### config.mk
export PLATFORM = sky130hd
export DESIGN_NAME = response_encoder
export DESIGN_NICKNAME = d
export VERILOG_FILES = /design/src/rtl/coproc_pkg.sv /design/src/rtl/response_encoder.sv
export SDC_FILE = /design/constraint.sdc
export NUM_CORES = 1
export LEC_CHECK = 0
export BUFFER_PORTS_ARGS = -buffer_cell sky130_fd_sc_hd__buf_2
export CORE_MARGIN = 5
export CORE_UTILIZATION = 53
export CTS_CLUSTER_DIAMETER = 80
export DETAILED_ROUTE_END_ITERATION = 12
export GPL_ROUTABILITY_DRIVEN = 0
export GPL_TIMING_DRIVEN = 0
export PLACE_DENSITY = 0.84
export RECOVER_POWER = 25
export SKIP_CTS_REPAIR_TIMING = 1
export SLEW_MARGIN = 0
export SYNTH_ARGS = -nofsm -noshare
export SYNTH_HDL_FRONTEND = slang
export SYNTH_SLANG_ARGS = --single-unit
export TNS_END_PERCENT = 10
### constraint.sdc
create_clock -name clk -period 2.8 [get_ports clk]
set_input_delay 0.28 -clock clk [delete_from_list [all_inputs] [get_ports clk]]
set_output_delay 0.28 -clock clk [all_outputs]
set_load 0.005 [all_outputs]
### src/rtl/coproc_pkg.sv
// Shared types and character constants for the UART command link (encoder and decoder).
package coproc_pkg;

   typedef enum logic [1:0] {
      IDLE = 2'd0,
      SEND = 2'd1,
      GAP  = 2'd2,
      WAIT = 2'd3
   } enc_state_t;

   localparam logic [7:0] ASCII_0  = 8'h30;
   localparam logic [7:0] ASCII_A  = 8'h41;
   localparam logic [7:0] ASCII_LF = 8'h0A;

   // Upper-case hex digit for one nibble; the 8-bit add cannot overflow.
   function automatic logic [7:0] nib2ascii(input logic [3:0] n);
      logic [7:0] c;
      if (n < 4'd10) begin
         c = ASCII_0 + {4'h0, n};
      end else begin
         c = ASCII_A + ({4'h0, n} - 8'd10);
      end
      return c;
   endfunction

endpackage

### src/rtl/response_encoder.sv
// Serialises one coprocessor result word to the UART TX as upper-case hex, MSB nibble first,
// followed by a terminator byte.
module response_encoder
   import coproc_pkg::*;
#(
   parameter int         DATA_W = 16,
   parameter logic [7:0] TERM   = ASCII_LF
)(
   input  logic              clk,
   input  logic              rst_n,
   input  logic [DATA_W-1:0] result_data,
   input  logic              result_valid,
   output logic              result_ready,
   output logic [7:0]        tx_data,
   output logic              tx_start,
   input  logic              tx_busy,
   output logic              encoder_busy
);

   localparam int NCHAR = DATA_W / 4;
   localparam int IDX_W = $clog2(NCHAR + 1);

   enc_state_t        state_r, next_state_s;
   logic [IDX_W-1:0]  idx_r, idx_s;
   logic [DATA_W-1:0] shadow_r, shadow_s;
   logic              tx_start_s;
   logic [7:0]        tx_data_s;
   logic [DATA_W-1:0] shifted_s;
   logic [3:0]        nib_s;
   logic [7:0]        char_s;

   assign result_ready = (state_r == IDLE);
   assign encoder_busy = ~result_ready;

   // Character for the current index: shifting left brings the selected nibble to the top.
   always_comb begin
      shifted_s = shadow_r << {idx_r, 2'b00};
      nib_s     = shifted_s[DATA_W-1 -: 4];
      if (idx_r == IDX_W'(NCHAR)) begin
         char_s = TERM;
      end else begin
         char_s = nib2ascii(nib_s);
      end
   end

   // Next-state logic; GAP deliberately ignores tx_busy to cover the TX busy-rise latency.
   always_comb begin
      next_state_s = state_r;
      idx_s        = idx_r;
      shadow_s     = shadow_r;
      tx_start_s   = 1'b0;
      tx_data_s    = tx_data;
      case (state_r)
         IDLE: begin
            if (result_valid) begin
               shadow_s     = result_data;
               idx_s        = {IDX_W{1'b0}};
               next_state_s = SEND;
            end else begin
               next_state_s = IDLE;
            end
         end
         SEND: begin
            if (!tx_busy) begin
               tx_start_s   = 1'b1;
               tx_data_s    = char_s;
               next_state_s = GAP;
            end else begin
               next_state_s = SEND;
            end
         end
         GAP: begin
            next_state_s = WAIT;
         end
         WAIT: begin
            if (tx_busy) begin
               next_state_s = WAIT;
            end else if (idx_r == IDX_W'(NCHAR)) begin
               next_state_s = IDLE;
            end else begin
               idx_s        = idx_r + IDX_W'(1);
               next_state_s = SEND;
            end
         end
         default: begin
            next_state_s = IDLE;
         end
      endcase
   end

   // State, index, shadow word and registered TX outputs.
   always_ff @(posedge clk or negedge rst_n) begin
      if (!rst_n) begin
         state_r  <= IDLE;
         idx_r    <= {IDX_W{1'b0}};
         shadow_r <= {DATA_W{1'b0}};
         tx_start <= 1'b0;
         tx_data  <= 8'h00;
      end else begin
         state_r  <= next_state_s;
         idx_r    <= idx_s;
         shadow_r <= shadow_s;
         tx_start <= tx_start_s;
         tx_data  <= tx_data_s;
      end
   end

endmodule
Word level (Yosys, flattened, before mapping)

Index checks and enable logic that the tools add are counted.

Flip-flop bits (word level): 30
Input bits: 20
Output and inout port bits: 11
Word-level logic and storage cells: 38

$add $sub $neg: 4
$lt $le $gt $ge: 1
Equal/unequal tests: 7
Shift-type cells: 1
Muxes and demuxes: 13
Bitwise gates (word level): 2
Reductions and logical operators: 5

Operator list:

| kind                | count |
|---|---|
| $mux 8              | 2 |
| $shl 16x5->16       | 1 |
| $mux 3              | 3 |
| $add 7x8->8 const A | 1 |
| $pmux 2 s4          | 1 |
| $add 6x4->7 const A | 1 |
| $ne 2x2->1 const B  | 3 |
| $pmux 3 s2          | 1 |
| $sub 4x4->5 const B | 1 |
| $eq 2x2->1 const B  | 2 |
| $lt 4x4->1 const B  | 1 |
| $mux 1              | 4 |
| $mux 2              | 2 |
| $reduce_and 2->1    | 2 |
| $reduce_and 4->1    | 1 |
| $add 3x1->3 const B | 1 |
| $eq 3x3->1 const B  | 1 |
| $eq 2x1->1 const B  | 1 |
| $logic_not 2->1     | 1 |
| $not 1->1           | 2 |
| $reduce_bool 2->1   | 1 |

Longest topological paths before layout

Gate-level depths: netlist (run 1).

Word-level depth: 5
Gate-level depth with buffers: 11
Gate-level depth less buffers: 9

Worst setup path before layout (run 1)

Ideal clock, no wire load.

Path kind: reg2reg
From: register idx_r[0]
To: register tx_data[4]
Setup time: 135 ps
Data arrival time: 2175 ps
Required time: 2665 ps
Slack: 490 ps
Stages on the path, launching flop included: 11
Path buffers: 1
Period minus slack after synthesis: 2310 ps
Cells stage by stage: dfrtp_1 -> buf_6 -> mux4_2 -> nand2b_1 -> ha_1 -> inv_1 -> ha_1 -> nand3b_1 -> a211oi_1 -> a22o_1 -> a211oi_1

Cells in the longest elaborated chain, start to end: 5
Elaborated cells on any way between the ends: 8
Classes of those cells: add/sub: 3; order compare: 1; eq/ne: 1; shift: 1; mux: 2

Ends and longest elaborated chain:

| item                   | line                    | RTL |
|---|---|---|
| start, declared        | response_encoder.sv:24  | `logic [IDX_W-1:0] idx_r, idx_s;` |
| start signal, assigned | response_encoder.sv:95  | `idx_r <= {IDX_W{1'b0}};` |
| start signal, assigned | response_encoder.sv:101 | `idx_r <= idx_s;` |
| $shl 16x5->16          | response_encoder.sv:37  | `shifted_s = shadow_r << {idx_r, 2'b00};` |
| $sub 4x4->5            | coproc_pkg.sv:21        | `c = ASCII_A + ({4'h0, n} - 8'd10);` |
| $add 7x8->8            | coproc_pkg.sv:21        |  |
| $mux 8                 | coproc_pkg.sv:18        | `if (n < 4'd10) begin` |
| $mux 8 (*)             | response_encoder.sv:39  | `if (idx_r == IDX_W'(NCHAR)) begin` |
| end signal, assigned   | response_encoder.sv:104 | `tx_data <= tx_data_s;` |
| end, declared          | response_encoder.sv:14  | `output logic [7:0] tx_data,` |

Every way passes the cells marked *; elsewhere a longest branch is shown, timed or not.
A chain may end at the register's enable or synchronous reset.

Worst setup path after layout (run 1)

Same ends and word-level chain as after synthesis.

==> results of run 1 <==
==> kinds of logic (layout without fill, tap and decap cells) <==
logic type                 Yosys count  count (layout)  synth area share
AOI/OAI and AO/OA                   19              19           0.08244
and+or+nand+nor                     32              32            0.1187
buffers and inverters               15              53           0.06101
muxes                               21              21            0.1847
xor gates and xnor gates             4               4           0.02309
adders and majority gates            6               6           0.04946
DFF                                 29              29            0.4782
other                                1               1          0.002471
==> Yosys cell counts, types with 2 or more instances <==
cell and n:
buf_4 2, mux2_2 16, inv_1 7, nand2_1 7
dfrtp_1 29, buf_6 2, o21ai_0 5, mux4_2 4
a211oi_1 2, clkbuf_1 2, nand4_1 2, xnor2_1 2
nor2_1 6, nand2b_1 2, a21oi_1 4, nor2b_1 2
ha_1 6, xor2_1 2, nand3_1 4
==> flip-flops by register name, indices dropped and copies added (netlist names) <==
signal and cells:
idx_r 3, shadow_r 16, tx_data 7, state_r 2, tx_start 1
==> worst max-delay path: cells and delay by family, from the launching register on <==
family	cells	cell delay, ns
buf+inv	2	0.19
mux	1	0.52
simple gates	2	0.30
compound gates	3	0.56
flops	1	0.38
fa+ha+maj	2	0.49
==> report_power, final <==
part           internal (mW)  switching (mW)  leakage [nW]
logic                  0.607           0.607         0.432
clock network          0.276           0.154        0.0552
registers              0.627           0.132         0.350
==> routing by layer <==
metal	vias up	wire (µm)
met5	-	0
met4	0	30
met3	7	174
met2	28	1493
met1	523	1256
li1	525	-
==> through the flow <==
stage / area, µm² / cells / util / hold slack [ns]
2_1_floorplan: 1518 / 127 / - / -0.01559
3_3_place_gp: 1702 / 187 / 0.6171 / 0.3214
3_5_place_dp: 1702 / 187 / 0.6171 / 0.3398
4_1_cts: 1804 / 195 / 0.6543 / -0.02291
5_1_grt: 1813 / 196 / 0.6574 / 0.1520
6_report: 1813 / 196 / 0.6574 / 0.1749
==> final timing paths <==
check / slack, ns / end / cells after the start
max: 0.24 / tx_data[4] / 10
min reg2reg: 0.49 / tx_data[0] / 2
max reg2reg: 0.24 / tx_data[4] / 10
max in group asynchronous: 1.05 / idx_r[0] / 2
min: 0.17 / shadow_r[9] / 2
min in group asynchronous: 0.85 / tx_data[0] / 2
==> final cells by class <==
| class | count | share of cell area |
|---|---|---|
| Tap cell | 31 | 0.02139 |
| Sequential cell | 29 | 0.4003 |
| Timing Repair Buffer | 30 | 0.08489 |
| Inverter | 8 | 0.02346 |
| Multi-Input combinational cell | 83 | 0.3858 |
| Buffer | 7 | 0.02761 |
| Clock buffer | 5 | 0.02070 |
| Clock inverter | 3 | 0.03589 |
==> flow_metrics.py, run 1 <==
metrics = {
    "outcome": {
        "status": "complete, but fails checks",
        "violations": "capacitance limit, slew limit",
    },
    "timing": {
        "rsz0062_at_grt": "false",
        "setup_violations": 0,
        "fmax_mhz": 391.0,
        "maxSlewViolCount": 30,
        "max_slew_margin": -0.02621,
        "fin_setup_tns_ns": 0,
        "finalHoldViolCount": 0,
        "fin_skew_ns": 0.01034,
        "finalWorstSetupSlack_ns": 0.2425,
        "fin_crit_ns": 2.558,
        "worst-slew-pin-transition_ns": 1.539,
        "fin_crit_sh": 0.9134,
    },
    "global_route": {
        "antenna_found_initial": 0,
        "grt_use_met3": 0.05151,
        "grt_pass1_vias": 1176,
        "globalRouteTotalUtil": 0.1577,
        "grt_remaining_overflow": 0,
        "grt_busiest_layer": "met2",
        "grt_pass1_wl_um": 5085,
        "grt_use_met2": 0.2716,
        "grt_max_degree": 30,
        "met1_usage": 0.1850,
    },
    "power": {
        "pwr_density_cell_nw_per_um2": 1326,
        "p_leak_nw": 0.8376,
        "vdd_drop_max_uv": 820.7,
        "p_total_mw": 2.404,
    },
    "floorplan": {
        "num_rows": 19,
        "die_x_um": 63.51,
        "die-area_um2": 4034,
        "initial_core_util": 0.5504,
        "dieHeight_um": 63.51,
        "num_io_pins": 31,
        "core_area_um2": 2758,
    },
    "finish": {
        "syn_to_final_growth_pct": 19.46,
        "diodes": 0,
        "nFillCells": 221,
        "seq_area_um2": 725.7,
        "final_cell_mix": "29 x buf_2, 29 x dfrtp_1, 16 x mux2_2",
        "multiInputGateArea_um2": 699.4,
        "nets": 190,
        "drive_gt1_frac": 0.4000,
    },
    "worst_setup_path": {
        "cp-end-kind": "flip-flop",
        "crit_arrival_ns": 2.76,
        "crit_chain": "buf_6 > mux4_2 > nand2b_1 > ha_1 > inv_1 > ha_1 > nand3b_1 > a211oi_1 > a22o_1 > a211oi_1",
        "cp-start-kind": "flip-flop",
        "worst_r2r_startpoint": "idx_r[0]",
        "startpoint": "idx_r[0]",
        "crit_type": "flip-flop to flip-flop",
        "worstPathMaxFanout": 7,
        "slowest_delay_ns": 0.52,
        "cp.required_ns": 3.01,
        "critPathSlowestCell": "mux4_2",
    },
    "synthesis": {
        "synth_edf_count": 0,
        "synth_area_leaders": "dfrtp_1 48%, mux2_2 12%, mux4_2 5.9%, ha_1 4.9%, inv_1 1.7%",
        "async_flop_share": 1.000,
        "yosysTopAreaCell": "dfrtp_1",
        "synth-seq-area-share": 0.4782,
        "ys_warn_count": 0,
        "ys_types": 40,
        "synth_top_area_share": 0.4782,
        "syn_nets": 153,
        "syn_area_per_cell_um2": 11.95,
        "synth_cells": 127,
        "synth_area_um2": 1518,
        "ys_ff_latch": 29,
        "ys.flop_type": "dfrtp_1",
    },
    "routing": {
        "remaining_drc_errors": 0,
        "ant_nets": 0,
        "wirelength_um": 2954,
        "routed_via_density": 5.526,
        "drtIter0Drc": 47,
        "drt-pass1-iter-count": 4,
        "wl_per_cell_um": 15.07,
        "vias": 1083,
    },
    "cts": {
        "cts_root_buf": "clkbuf_4",
        "clk_latency_ns": 0.33,
        "clockBufferDepth": 2,
        "numCtsBuffers": 5,
        "clkSinkCount": 29,
        "cts_tree": "done",
        "path_clk_slew_ns": 0.10,
        "ctsHtreeMaxLevel": 2,
    },
    "placement": {
        "dp_hpwl_um": 2305,
        "pre_cts_slack_ns": 0.2312,
        "port_buffers": 29,
    },
    "job": {
        "maxCapViolations": 1,
    },
    "min_path": {
        "hold_class": "input pin to flip-flop",
        "hp-start": "result_data[9]",
    },
}
(Power assumes the default switching activity.)
==> run 2, diff against run 1 <==
- PLACE_DENSITY: 0.84 -> 0.77
==> run 2 against run 1 <==
  * The run still ends with capacitance limit, slew limit left
  * Clock skew down 0.0062 ns
  * Fmax shrank 0.68%
  * Clock-buffer cell count increased by 1
  * Clock power fell by 45%
  * Core utilization down 2.2 points
  * Global-route usage shrank 0.27 points
  * Via count fell by 2.4%
  * Critical endpoint unchanged
  * Hold slack better by 0.0055 ns
  * Largest cell class unchanged
  * Cell area down 3.4%
  * First-iteration DRC count is 6.4% lower
  * Wire length decreased by 2.4%
==> flow_metrics.py, run 2 (synthesized netlist as in run 1, its figures left out) <==
metrics = {
    "cts": {
        "cts_tree": "done",
        "ctsHtreeMaxLevel": 2,
        "numCtsBuffers": 5,
        "cts_root_buf": "clkbuf_4",
        "clk_latency_ns": 0.33,
        "clkSinkCount": 29,
        "clockBufferDepth": 2,
        "path_clk_slew_ns": 0.09,
    },
    "routing": {
        "wl_met1_um": 1188,
        "routed.top_layer": "met4",
        "remaining_drc_errors": 0,
        "wl_met2_um": 1433,
        "vias": 1057,
        "wl_per_cell_um": 14.78,
        "wirelength_um": 2882,
        "drt-pass1-iter-count": 4,
        "met3_length_um": 210,
        "drtIter0Drc": 44,
        "routed_via_density": 5.421,
        "ant_nets": 0,
    },
    "global_route": {
        "globalRouteTotalUtil": 0.1550,
        "grt_remaining_overflow": 0,
        "grt_pass1_wl_um": 4809,
        "grt_pass1_vias": 1076,
        "antenna_found_initial": 0,
        "grt_max_degree": 30,
    },
    "timing": {
        "fin_crit_ns": 2.575,
        "setup_violations": 0,
        "fin_skew_ns": 0.004119,
        "worst-slew-pin-transition_ns": 1.521,
        "fin_crit_sh": 0.9196,
        "whs_ns": 0.1804,
        "fmax_mhz": 388.4,
        "finalHoldViolCount": 0,
        "rsz0062_at_grt": "false",
        "max_slew_margin": -0.01378,
        "maxSlewViolCount": 30,
        "fin_setup_tns_ns": 0,
    },
    "worst_setup_path": {
        "cp.required_ns": 3.00,
        "crit_buf_inv": 2,
        "cpLargestDelayFamily": "compound AO/OA/AOI/OAI gates",
        "cp-end-kind": "flip-flop",
        "cp-start-kind": "flip-flop",
        "crit_arrival_ns": 2.77,
        "critPathSlowestCell": "mux4_2",
        "crit_type": "flip-flop to flip-flop",
        "worstPathMaxFanout": 7,
        "slowest_delay_ns": 0.53,
        "crit_chain": "buf_6 > mux4_2 > nand2b_1 > ha_1 > inv_1 > ha_1 > nand3b_1 > a211oi_1 > a22o_1 > a211oi_1",
    },
    "floorplan": {
        "die_x_um": 63.51,
        "num_rows": 19,
        "num_io_pins": 31,
        "core_area_um2": 2758,
        "initial_core_util": 0.5504,
        "die-area_um2": 4034,
        "dieHeight_um": 63.51,
    },
    "placement": {
        "dp_hpwl_um": 2220,
        "port_buffers": 29,
        "post_dp_cell_area_um2": 1702,
    },
    "finish": {
        "diodes": 0,
        "top_regs": "shadow_r x16, tx_data x7, idx_r x3",
        "largest-register": "shadow_r",
        "nFillCells": 221,
        "largest_reg_flops": 16,
        "final_cell_mix": "29 x buf_2, 29 x dfrtp_1, 16 x mux2_2",
        "nets": 189,
        "design_area_um2": 1752,
        "syn_to_final_growth_pct": 15.42,
        "drive_gt1_frac": 0.3963,
    },
    "power": {
        "pwr_density_cell_nw_per_um2": 1257,
        "swShare": 0.3973,
        "power.switching_mw": 0.8750,
        "p_seq_frac": 0.341,
        "internal_power_mw": 1.328,
        "clkPwrFrac": 0.108,
        "vdd_drop_max_uv": 777.9,
        "p_leak_nw": 0.8102,
        "p_comb_frac": 0.551,
    },
    "min_path": {
        "hold_class": "input pin to flip-flop",
    },
    "outcome": {
        "violations": "capacitance limit, slew limit",
        "status": "complete, but fails checks",
    },
    "job": {
        "maxCapViolations": 1,
    },
}
[run 2: final timing paths]
path | from | end | slack, ns | depth (start not counted)
max | idx_r[0] | tx_data[4] | 0.23 | 10
min | result_data[9] | shadow_r[9] | 0.18 | 2
max reg2reg | idx_r[0] | tx_data[4] | 0.23 | 10
min reg2reg | tx_data[0] | tx_data[0] | 0.48 | 2
max in group asynchronous | rst_n | idx_r[0] | 1.61 | 1
min in group asynchronous | rst_n | state_r[1] | 0.31 | 1
[run 2: worst reg2reg max path: cells and delay by family (launching register included)]
kind,cells,cell delay [ns]
flops,1,0.38
simple gates,2,0.30
buf+inv,2,0.19
fa+ha+maj,2,0.49
mux,1,0.53
compound gates,3,0.58
[run 2: layout make-up]
cell class | count | area, µm² | area share
well taps | 31 | 38.79 | 0.02214
clock buffers | 6 | 41.29 | 0.02357
inverters | 8 | 42.54 | 0.02429
plain buffers | 7 | 50.05 | 0.02857
repair buffers | 29 | 143.9 | 0.08214
clock inverters | 2 | 10.01 | 0.005714
flip-flops and latches | 29 | 725.7 | 0.4143
multi-input cells | 83 | 699.4 | 0.3993
[run 2: metrics by stage]
step           std cells  power (mW)    util  worst slack (ns)
2_1_floorplan        127       1.684       -            0.4902
3_3_place_gp         187       1.919  0.6171            0.3500
3_5_place_dp         187       1.978  0.6171            0.2560
4_1_cts              195       2.220  0.6357            0.2222
5_1_grt              195       2.390  0.6352           0.03768
6_report             195       2.203  0.6352            0.2251
[run 2: per-layer routing]
layer | global-route usage | up-vias
li1 | - | 519
met1 | 0.1770 | 502
met2 | 0.2513 | 31
met3 | 0.06927 | 5
met4 | 0.06234 | 0
met5 | 0 | -
[run 2: power groups by stage]
stage / Clock [mW] / Combinational [mW] / Sequential (mW)
after floorplan: 0 / 0.951 / 0.732
after global placement: 0 / 1.17 / 0.747
after detailed placement: 0 / 1.22 / 0.762
after CTS: 0.243 / 1.22 / 0.754
after global routing: 0.271 / 1.34 / 0.782
final: 0.238 / 1.21 / 0.751
==> run 3, diff against run 2 <==
- CORE_ASPECT_RATIO: unset -> 1.25
- CORE_MARGIN: 5 -> 1.5
==> run 3 against run 2 <==
  * Critical path depth unchanged
  * Total power increased by 1.2%
  * The flow still finishes with violations (capacitance limit, slew limit)
  * Clock skew increased by 0.011 ns
  * Clock-buffer cell count decreased by 1
  * Sequential share of layout area decreased by 0.41 points
  * Non-clock buffer count increased by 1
  * Highest routed layer unchanged
  * Flip-flop and latch count unchanged
  * Clock power increased by 3%
  * Global-route usage increased by 5.6 points
==> flow_metrics.py, run 3 (synthesized netlist as in run 1, its figures left out) <==
metrics = {
    "worst_setup_path": {
        "r2r_cells": 10,
        "worst_r2r_startpoint": "idx_r[0]",
        "crit_arrival_ns": 2.80,
        "cp-start-kind": "flip-flop",
        "reg2reg_slack_ns": 0.20,
        "cp-end-kind": "flip-flop",
        "crit_type": "flip-flop to flip-flop",
        "worstPathMaxFanout": 7,
        "r2r_end": "tx_data[4]",
        "critPathSlowestCell": "mux4_2",
        "cp.required_ns": 3.00,
        "slowest_delay_ns": 0.54,
        "crit_chain": "buf_6 > mux4_2 > nand2b_1 > ha_1 > inv_1 > ha_1 > nand3b_1 > a211oi_1 > a22o_1 > a211oi_1",
    },
    "floorplan": {
        "die-area_um2": 3196,
        "num_io_pins": 31,
        "core_area_um2": 2706,
        "num_rows": 21,
        "dieHeight_um": 62.83,
        "die_x_um": 50.87,
        "initial_core_util": 0.5608,
    },
    "finish": {
        "drive_gt1_frac": 0.4000,
        "post-route-util": 0.6537,
        "syn_to_final_growth_pct": 16.57,
        "nets": 190,
        "nFillCells": 227,
        "multiInputGateArea_um2": 699.4,
        "final_cell_mix": "29 x buf_2, 29 x dfrtp_1, 16 x mux2_2",
        "diodes": 0,
        "largest-register": "shadow_r",
        "fin_cells": 199,
        "largest_reg_flops": 16,
        "top_regs": "shadow_r x16, tx_data x7, idx_r x3",
        "seq_area_um2": 725.7,
    },
    "power": {
        "vdd_drop_max_uv": 800.5,
        "pwr_density_cell_nw_per_um2": 1260,
        "p_total_mw": 2.229,
        "p_leak_nw": 0.8134,
    },
    "outcome": {
        "violations": "capacitance limit, slew limit",
        "status": "complete, but fails checks",
    },
    "global_route": {
        "grt_max_degree": 30,
        "grt_remaining_overflow": 0,
        "grt_pass1_wl_um": 4981,
        "antenna_found_initial": 0,
        "grt_pass1_vias": 1156,
        "globalRouteTotalUtil": 0.2108,
    },
    "placement": {
        "port_buffers": 29,
        "dp_hpwl_um": 2170,
        "dp.cells": 190,
        "pre_cts_slack_ns": 0.2308,
    },
    "timing": {
        "fin_crit_ns": 2.600,
        "maxSlewViolCount": 30,
        "rsz0062_at_grt": "false",
        "finalWorstSetupSlack_ns": 0.2002,
        "setup_violations": 0,
        "fin_crit_sh": 0.9285,
        "finalHoldViolCount": 0,
        "max_slew_margin": -0.007249,
        "fin_skew_ns": 0.01554,
        "worst-slew-pin-transition_ns": 1.511,
        "fin_setup_tns_ns": 0,
        "fmax_mhz": 384.6,
    },
    "routing": {
        "wirelength_um": 2848,
        "drt-pass1-iter-count": 4,
        "drtIter0Drc": 22,
        "ant_nets": 0,
        "remaining_drc_errors": 0,
        "vias": 1096,
        "routed_via_density": 5.508,
        "wl_per_cell_um": 14.31,
    },
    "cts": {
        "clockBufferDepth": 2,
        "clk_latency_ns": 0.33,
        "path_clk_slew_ns": 0.09,
        "cts_root_buf": "clkbuf_4",
        "numCtsBuffers": 5,
        "ctsHtreeMaxLevel": 2,
        "cts_tree": "done",
        "clkSinkCount": 29,
    },
    "min_path": {
        "min_path_cells": 2,
        "hold_class": "input pin to flip-flop",
        "worst_hold_path.endpoint": "shadow_r[0]",
        "hp-start": "result_data[0]",
    },
    "job": {
        "maxCapViolations": 1,
    },
}
[run 3: cell types whose count changed in the layout (fill, tap and decap cells not counted)]
cell,delta
clkinvlp_4,+1
clkbuf_1,-1
dlygate4sd3_1,+1
[run 3: layer usage]
metal,vias up,share of wire,GRT usage
met2,35,0.53,0.3618
met5,-,0,0
met4,0,0.022,0.1115
met1,533,0.40,0.2412
li1,521,-,-
met3,7,0.041,0.04306
[run 3: power breakdown]
part,internal (mW),switching (mW),total (mW)
combinational,0.609,0.621,1.23
sequential,0.627,0.127,0.753
clock,0.0945,0.152,0.246
total,1.33,0.899,2.23
[run 3: worst max path at each step]
stage          cells after the start         end     start  slack [ns]
2_1_floorplan                     10  tx_data[4]  idx_r[0]        0.49
3_3_place_gp                      10  tx_data[4]  idx_r[0]        0.36
3_5_place_dp                      10  tx_data[4]  idx_r[0]        0.23
4_1_cts                           10  tx_data[4]  idx_r[0]        0.21
5_1_grt                           11  tx_data[4]  idx_r[0]        0.06
6_report                          10  tx_data[4]  idx_r[0]        0.20
[run 3: area by class of cell]
cell class                 instances  share of cell area
buffer                             7             0.02829
clock inverter                     3            0.009901
timing repair buffer              30             0.08699
inverter                           8             0.02405
multi-input combinational         83              0.3953
clock buffer                       5             0.02122
tap                               34             0.02405
sequential                        29              0.4102
[run 3: stage by stage]
stage	hold WS (ns)	cell area, µm²
after global placement	0.3271	1705
after global routing	0.1661	1769
after detailed placement	0.3424	1705
after floorplan	-0.01559	1518
after CTS	-0.03378	1760
final	0.1779	1769
[run 3: worst max-delay path, delay by kind of cell, from the launching register on]
kind,cells,cell delay (ns)
compound gates,3,0.56
mux,1,0.54
fa+ha+maj,2,0.49
flops,1,0.39
simple gates,2,0.30
buf+inv,2,0.20
